`src/rtl/ram4x8_pkg.sv`:
```
// Shared definitions for the ram4x8 arbiter: state encoding, default widths, requester IDs.
package ram4x8_pkg;

  localparam int RAM_AW = 2;
  localparam int RAM_DW = 8;

  typedef enum logic [1:0] {
    S_INIT   = 2'd0,
    S_IDLE   = 2'd1,
    S_ACCESS = 2'd2,
    S_RESP   = 2'd3
  } state_t;

  localparam logic REQ_A = 1'b0;
  localparam logic REQ_B = 1'b1;

endpackage

```
`src/rtl/rr_arb2.sv`:
```
// Two-way round-robin picker; the requester not served last wins a tie.
module rr_arb2
  import ram4x8_pkg::*;
(
  input  logic a_req,
  input  logic b_req,
  input  logic last_served,
  output logic grant_valid,
  output logic grant_id
);

  always_comb begin
    grant_valid = a_req | b_req;
    grant_id    = REQ_A;
    if (a_req && b_req) begin
      grant_id = (last_served == REQ_A) ? REQ_B : REQ_A;
    end else if (b_req) begin
      grant_id = REQ_B;
    end
  end

endmodule

```
`src/rtl/ram4x8_arbiter.sv`:
```
// Sequencer/arbiter sharing one ram4x8 port between requesters A and B.
// State | meaning: INIT clear sweep | IDLE arbitrate | ACCESS drive RAM | RESP ack granted side
module ram4x8_arbiter
  import ram4x8_pkg::*;
#(
  parameter int AW            = RAM_AW,
  parameter int DW            = RAM_DW,
  parameter bit INIT_ON_RESET = 1'b1
) (
  input  logic          clk,
  input  logic          clear,
  input  logic          a_req,
  input  logic          a_we,
  input  logic [AW-1:0] a_addr,
  input  logic [DW-1:0] a_wdata,
  output logic          a_ack,
  output logic [DW-1:0] a_rdata,
  input  logic          b_req,
  input  logic          b_we,
  input  logic [AW-1:0] b_addr,
  input  logic [DW-1:0] b_wdata,
  output logic          b_ack,
  output logic [DW-1:0] b_rdata,
  output logic          ram_write,
  output logic [AW-1:0] ram_addr,
  output logic [DW-1:0] ram_din,
  input  logic [DW-1:0] ram_dout,
  output logic          ready
);

  localparam logic [AW-1:0] CNT_LAST = {AW{1'b1}};

  state_t        r_state, w_state_nxt;
  logic [AW-1:0] r_cnt;
  logic          r_last;
  logic          r_gid;
  logic          r_we;
  logic [AW-1:0] r_addr;
  logic [DW-1:0] r_wdata;
  logic [DW-1:0] r_a_rdata, r_b_rdata;
  logic          w_a_req_m, w_b_req_m;
  logic          w_grant_valid, w_grant_id, w_grant_en;
  logic          w_in_init;

  // The side being acked in RESP is masked so a still-held req cannot win again.
  assign w_a_req_m = a_req && !(r_state == S_RESP && r_gid == REQ_A);
  assign w_b_req_m = b_req && !(r_state == S_RESP && r_gid == REQ_B);

  rr_arb2 u_arb (
    .a_req       (w_a_req_m),
    .b_req       (w_b_req_m),
    .last_served (r_last),
    .grant_valid (w_grant_valid),
    .grant_id    (w_grant_id)
  );

  always_comb begin
    w_state_nxt = r_state;
    w_grant_en  = 1'b0;
    case (r_state)
      S_INIT:   if (r_cnt == CNT_LAST) w_state_nxt = S_IDLE;
      S_IDLE, S_RESP: begin
        w_state_nxt = S_IDLE;
        if (w_grant_valid) begin
          w_state_nxt = S_ACCESS;
          w_grant_en  = 1'b1;
        end
      end
      S_ACCESS: w_state_nxt = S_RESP;
      default:  w_state_nxt = S_IDLE;
    endcase
  end

  always_ff @(posedge clk or negedge clear) begin
    if (!clear) begin
      r_state <= INIT_ON_RESET ? S_INIT : S_IDLE;
    end else begin
      r_state <= w_state_nxt;
    end
  end

  always_ff @(posedge clk or negedge clear) begin
    if (!clear) begin
      r_cnt     <= '0;
      r_last    <= REQ_B;
      r_gid     <= REQ_A;
      r_we      <= 1'b0;
      r_addr    <= '0;
      r_wdata   <= '0;
      r_a_rdata <= '0;
      r_b_rdata <= '0;
    end else begin
      if (r_state == S_INIT) r_cnt <= r_cnt + AW'(1);
      if (w_grant_en) begin
        r_gid   <= w_grant_id;
        r_we    <= (w_grant_id == REQ_A) ? a_we    : b_we;
        r_addr  <= (w_grant_id == REQ_A) ? a_addr  : b_addr;
        r_wdata <= (w_grant_id == REQ_A) ? a_wdata : b_wdata;
      end
      if (r_state == S_ACCESS) begin
        r_last <= r_gid;
        if (!r_we && r_gid == REQ_A) r_a_rdata <= ram_dout;
        if (!r_we && r_gid == REQ_B) r_b_rdata <= ram_dout;
      end
    end
  end

  // Reset state is INIT, so sweep outputs are qualified by clear to stay 0 while held in reset.
  assign w_in_init = (r_state == S_INIT) && clear;

  always_comb begin
    ram_write = w_in_init || (r_state == S_ACCESS && r_we);
    ram_addr  = '0;
    ram_din   = '0;
    if (w_in_init) begin
      ram_addr = r_cnt;
    end else if (r_state == S_ACCESS) begin
      ram_addr = r_addr;
      if (r_we) ram_din = r_wdata;
    end
  end

  assign a_ack   = (r_state == S_RESP) && (r_gid == REQ_A);
  assign b_ack   = (r_state == S_RESP) && (r_gid == REQ_B);
  assign a_rdata = r_a_rdata;
  assign b_rdata = r_b_rdata;
  assign ready   = (r_state != S_INIT) && clear;

endmodule

```
`config.mk`:
```
export PLATFORM = sky130hd
export DESIGN_NAME = ram4x8_arbiter
export DESIGN_NICKNAME = d
export VERILOG_FILES = /design/src/rtl/ram4x8_pkg.sv /design/src/rtl/rr_arb2.sv /design/src/rtl/ram4x8_arbiter.sv
export SDC_FILE = /design/constraint.sdc
export NUM_CORES = 1
export LEC_CHECK = 0
export ABC_AREA = 1
export CORE_ASPECT_RATIO = 0.5
export CORE_MARGIN = 8
export CORE_UTILIZATION = 30
export CTS_CLUSTER_SIZE = 30
export DETAILED_ROUTE_END_ITERATION = 8
export HOLD_SLACK_MARGIN = 0.06
export PLACE_DENSITY = 0.66
export SETUP_SLACK_MARGIN = 0.5
export SLEW_MARGIN = 5
export SYNTH_ARGS = -nofsm -noshare
export SYNTH_HDL_FRONTEND = slang
export SYNTH_SLANG_ARGS = --single-unit
```
`constraint.sdc`:
```
create_clock -name clk -period 1.3 [get_ports clk]
set_clock_uncertainty 0.05 [all_clocks]
set_input_delay 0.195 -clock clk [delete_from_list [all_inputs] [get_ports clk]]
set_output_delay 0.195 -clock clk [all_outputs]
set_load 0.02 [all_outputs]
```
# == After elaboration in Yosys (flattened, before gate mapping) ==
# Index checks and enable logic that the tools add are counted.
# Widths: inputs -> output; s select.
# totals
out_inout_bits,30
inputBits,34
reg_bits,33
elab_cells,52
# classes
n_eq_ne,5
n_bitwise,2
n_reduce_logical,19
muxes,16
n_addsub,1
# ops
cell,n
$mux 8,4
$logic_and 1x1->1,10
$mux 2,5
$eq 2x2->1 const B,3
$mux 1,6
$pmux 2 s3,1
$reduce_and 2->1,2
$logic_not 1->1,3
$add 2x1->2 const B,1
$eq 2x1->1 const B,1
$logic_not 2->1,1
$ne 2x2->1 const B,1
$reduce_bool 2->1,1
$reduce_or 2->1,1
$logic_or 1x1->1,1
$not 1->1,1
$or 1x1->1,1

# == Logic depth before layout (Yosys ltp) ==
# logic_depth
depth_word,7
mapped_depth,8
depth_no_buf,7

# == By module ==
# A second synthesis with hierarchy kept.
# hier_totals
hier_cells,216
area_unflattened_um2,1597.8
# modules_own_cells
mod,area_each_um2,cells_per_inst,instances,seq_area_each_um2
ram4x8_arbiter,1582.8,213,1,827.0
rr_arb2,15.0,3,1,0.0

# == Worst setup path after synthesis ==
# OpenSTA, ideal clock, no wires.
# synth_timing
path_type,register to output
start,register r_state[0]
end,output port ram_write
arrival_time_ns,1.308
required_time_ns,1.055
path_slack_ns,-0.253
n_path_buf,1
stages_incl_launch_ff,5
cell_sequence,dfrtp_1 -> nor2_4 -> inv_1 -> buf_2 -> o21ai_0
# synth_via
elab_chain_len,3
word_cells_on_any_way,5
classes_between,eq/ne: 1; reduce/logical: 4
# synth_lines
element,line,rtl
start: declaration,ram4x8_arbiter.sv:33,"state_t r_state, w_state_nxt;"
start signal: assignment,ram4x8_arbiter.sv:76,r_state <= INIT_ON_RESET ? S_INIT : S_IDLE;
start signal: assignment,ram4x8_arbiter.sv:78,r_state <= w_state_nxt;
$eq 2x2->1 or $logic_not 2->1 (tied branches),"ram4x8_arbiter.sv:112, ram4x8_arbiter.sv:109",
"$logic_and 1x1->1, on equally long branches","ram4x8_arbiter.sv:112, ram4x8_arbiter.sv:109",
$logic_or 1x1->1 (*),ram4x8_arbiter.sv:112,ram_write = w_in_init || (r_state == S_ACCESS && r_we);
end: declaration,ram4x8_arbiter.sv:24,"output logic ram_write,"
# Every way passes the cells marked *; elsewhere a longest branch is shown, timed or not.

==> impl_metrics.yaml <==
critical_path:
  cp_cell_sequence: "inv_2, nor2_4, buf_6, a32o_2, buf_6"
  r2r-end: "r_wdata[3]"
  cp_num_cells: 5
  endpoint: "ram_addr[0]"
  rrSetupSlack_ns: -0.20
  cp_max_fo: 3
  crit_arrival_ns: 1.33
  cp_slowest_cell: "dfrtp_2"
  cp.required_ns: 1.05
  end_kind: "output port"
  reg2reg_depth: 8
  cpPeakStageDelay_ns: 0.44
  worstSetupPathType: "reg2out"
  critPathTopFamily: "flip-flops"
  cp_common_cell: "buf_6"
  rr_startpoint: "r_state[0]"
  start_kind: "flop"
  critPathBufInv: 3
global_route:
  first_global_vias: 1804
  antenna_found_initial: 0
  grt_overflow: 0
  grt_max_degree: 25
  grtUsageTotal_pct: 13.0
  grt_pass1_wl_um: 8520
floorplan:
  coreArea_sq_um: 5400
  top_level_ports: 64
  placement_rows: 19
  die_area_sq_um: 8250
  fp.dieW_um: 121
  initial_core_util_pct: 30.5
  die_y_um: 68.4
timing:
  hold_viol: 0
  worst_pin_slew_ns: 0.219
  relSlewSlack_pct: 85.3
  min_period_ns: 1.57
  finalSetupTns_ns: -6.88
  max_freq_mhz: 635
  rsz0062_at_grt: "yes"
  setup_viol: 44
  fin_crit_sh_pct: 121
  setup_ws_ns: -0.275
  maxSlewViolCount: 0
cts:
  clkLatencyLatePin_ns: 0.29
  cts_tree: "done"
  cts-root-buf: "clkbuf_8"
  clock-sinks: 33
  cts_buffers: 5
  htreeDepth: 2
  clkTransAtPathRegs_ns: 0.07
  clockBufferDepth: 2
drt:
  postRouteAntennaNets: 0
  dr.pass1.iters: 4
  drc: 0
  wl_per_cell_um: 14.5
  vias: 1801
  wl_um: 5770
  dr.first_iter.drc_count: 62
  viasPerCell: 4.54
finish:
  multi_input_area_sq_um: 961
  area_delta_synth_final_pct: 102
  fin_area_sq_um: 3320
  antenna_cells: 0
  fin_util_pct: 61.5
  regArea_sq_um: 831
  fin_nets: 358
  drive_above_1_share_pct: 46.0
  n_fill_cell: 410
yosys:
  synth-seq-area-share_pct: 50.3
  ys_ff_latch: 33
  synthCells: 215
  synth.distinct_cells: 20
  synth_mux_area_share_pct: 0
  syn_avg_cell_area_sq_um: 7.65
  yosys.area_share.simple_pct: 27.8
  syn_area_sq_um: 1650
  synth_compound_area_share_pct: 7.30
  synth-xor-area-share_pct: 0.532
  synth_top_family_by_area: "simple AND/OR/NAND/NOR gates"
  synth_fa_ha_area_share_pct: 0.760
  yosys_warnings: 0
  syn-num-nets: 250
job:
  maxCapViolCount: 0
min_path:
  min_path_type: "in2async"
placement:
  hpwlAfterDp_um: 3710
  gp_congestion: 0.778
  placed_area_sq_um: 2630
  port-buffer-count: 63
power_and_ir_drop:
  power_density_nw_per_um2: 2410
  leakage_uw: 0.00164
  peakVddDrop_mv: 1.33
run_status:
  status: "complete, but fails checks"
  failed_checks: "setup timing"
==> cell families (layout without fill, tap and decap cells) <==
| family | Yosys count | count (layout) |
|---|---|---|
| fa+ha+maj | 1 | 1 |
| xor+xnor | 1 | 1 |
| compound gates | 23 | 23 |
| simple gates | 108 | 109 |
| buf+inv | 49 | 157 |
| flops | 33 | 33 |
==> worst min path at each step <==
stage / cells after the start / slack, ns / endpoint / start
floorplan: 0 / -0.15 / async pin / clear
global placement: 2 / 0.14 / r_cnt[0] / clear
detailed placement: 2 / 0.13 / r_cnt[1] / clear
CTS: 3 / 0.41 / b_rdata[2] / ram_dout[2]
global route: 3 / 0.13 / r_wdata[5] / clear
finish: 3 / 0.13 / r_wdata[3] / clear
==> cell usage after synthesis (all sizes together) <==
cell,count,area [sq um]
nor3,1,5.00
a32o,1,10.0
a21oi,1,5.00
ha,1,12.5
inv,40,150
nor2,12,52.6
nand2,68,260
nand3,27,140
dfrtp,32,801
buf,9,68.8
dfstp,1,26.3
xor2,1,8.76
o21ai,21,105
==> where the power goes <==
group	switching, uW	internal (uW)	leakage [uW]	total [uW]
combinational	2540	2640	0.00120	5180
sequential	482	1570	0.000395	2050
clock	394	369	0.0000439	763
total	3410	4580	0.00164	8000
==> worst min-delay path, delay by kind of cell <==
family | cells | cell delay (ns)
buffers and inverters | 3 | 0.61
==> repair_timing <==
item,4_1_cts,5_1_grt
cloned,1,5
buffers inserted,7,10
setup endpoints to repair,63,87
hold endpoints to repair,33,0
hold buffers,1,0
resized for setup,222,58
pin swaps,6,6
==> stage by stage <==
stage / std cells / hold slack (ns) / worst slack [ns] / power [uW]
after global placement: 365 / 0.138 / -0.384 / 5450
after global routing: 397 / 0.133 / -0.327 / 8510
after detailed placement: 365 / 0.134 / -0.418 / 5530
final: 397 / 0.131 / -0.275 / 8000
after floorplan: 215 / -0.151 / 0.0228 / 3880
after CTS: 382 / 0.408 / -0.266 / 7050
==> routing by layer <==
metal / part of all wire [%] / track usage, % / wire length (um) / up-vias
met5: 0 / 0 / 0 / -
met4: 1.5 / 4.78 / 84 / 0
met2: 52 / 24.1 / 3030 / 38
met1: 41 / 14.7 / 2390 / 877
li1: - / - / - / 877
met3: 4.7 / 3.29 / 274 / 9
==> layout make-up <==
class	instances	share of cell area, %
Tap cell	73	2.75
Timing Repair Buffer	109	35.7
Clock inverter	3	0.528
Multi-Input combinational cell	134	28.9
Sequential cell	33	25.0
Inverter	40	4.97
Clock buffer	5	2.07
==> flip-flops by register name, summed over array words and instances, names as in the netlist, named ones only <==
signal,count
r_state,1
r_last,1
r_wdata,8
b_rdata,8
r_gid,1
r_cnt,2
r_we,1
r_addr,2
a_rdata,8
==> placed cells by master (no fill, tap or decap), types with 2 or more instances in the layout <==
cell type,n
dfrtp_1,29
buf_2,2
inv_2,3
clkdlybuf4s50_1,32
clkinv_2,2
dfrtp_2,3
nor2_4,10
buf_12,6
buf_4,23
clkbuf_8,5
nand3_4,5
o21ai_2,8
o21ai_1,11
buf_6,42
nand2_1,43
nand3_1,21
nand2_2,12
o21ai_4,2
clkbuf_16,2
nand2_4,12
inv_1,35
nand2_8,2
No activity file was read; power rests on OpenSTA's default activity.
==> variant 1, RTL diff (same flow settings) <==
Change the package constant `RAM_AW` from 2 to 3.
--- a/src/rtl/ram4x8_pkg.sv
+++ b/src/rtl/ram4x8_pkg.sv
@@ -3,3 +3,3 @@
 
-  localparam int RAM_AW = 2;
+  localparam int RAM_AW = 3;
   localparam int RAM_DW = 8;
Ports: changed (resized a_addr, b_addr and ram_addr); port bits go from 64 to 67. The function was not compared with the original's and may differ.
==> variant 1 against the unedited design <==
Wire length is 12% higher. Sequential cell count grew 2. Design area is 9.0% higher. Largest power group unchanged. Register-to-register slack lost 0.06 ns. Area after synthesis rose by 7.4%. Worst setup slack lost 0.0054 ns. The flow finishes with violations (hold timing, setup timing). Via count rose by 7.1%. Highest routed layer unchanged. Global-route usage grew 0.90 points. Total power up 15%.
==> variant 1: results (changes against the unedited design) <==
Violations in the final reports: hold timing, setup timing (was setup timing). The part of the Yosys area used for sequential elements is 49.6% (was 50.3%). The inverter count came out at 43 (was 40). The number of hold violations in the final report came out at 31 (was 0). The final-stage net count came out at 383 (was 358). The adder-cell share of the synthesized area is 1.42% (was 0.760%). The largest vdd supply drop came out at 1.29 mV (was 1.33 mV).

The xor/xnor cell area share of the yosys netlist is 0.496% (was 0.532%). The relative area of non-clock buffer cells in the final design is 34.8% (was 35.7%). The met2 routed wirelength is 3.42 mm (was 3.03 mm). Result of the run: finished with violations (unchanged). The DRC marker count from the first detailed-route iteration came out at 82 (was 62). The count of non-CTS buffers in the layout is 116 (was 109). The met3 track demand over resource came to 3.54% (was 3.29%).

The routability-driven placement congestion ratio came to 0.765 (was 0.778). The number of nets in the synthesized netlist came out at 268 (was 250). The setup slack of the critical path after layout came to -0.280 ns (was -0.275 ns). The worst hold slack came out at -0.0158 ns (was 0.131 ns). The leakage power figure came to 0.00179 uW (was 0.00164 uW). The setup-violating endpoint count in the final report was 46 (was 44).

The number of buffers added on ports is 66 (was 63). The post-synthesis average cell area was 7.68 um2 (was 7.65 um2). The number of global-route vias before repair is 2056 (was 1804). The die footprint came out at 0.00875 mm2 (was 0.00825 mm2). The count of distinct cell types in the synthesized netlist is 21 (was 20). The first-pass GRT wire length came out at 9.94 mm (was 8.52 mm).
==> variant 1: power by group through the flow <==
stage                     clock network, uW  logic [uW]  registers [uW]
after floorplan                           0        1870            2270
after CTS                              1450        5070            2120
after global placement                    0        3840            2010
after global routing                   1500        5980            2200
final                                  1440        5610            2140
after detailed placement                  0        3930            2030
==> variant 1: path summary, 6_finish.rpt <==
| path | from | endpoint | slack [ns] |
|---|---|---|---|
| setup reg to reg | flip-flop | r_wdata[2] | -0.26 |
| max in group asynchronous | clear | r_cnt[1] | 0.62 |
| setup / recovery | flip-flop | ram_addr[0] | -0.28 |
| hold reg to reg | r_wdata[3] | r_wdata[3] | 0.45 |
| hold / removal | clear | a_rdata[0] | -0.02 |
| min in group clk | ram_dout[7] | b_rdata[7] | 0.42 |
==> variant 1: what timing repair did <==
item | in CTS | in global routing
pin swaps | 34 | 14
gates cloned | 2 | 1
gates resized for setup | 247 | 23
setup endpoints to repair | 66 | 66
hold endpoints to repair | 34 | 31
buffers inserted | 12 | 10
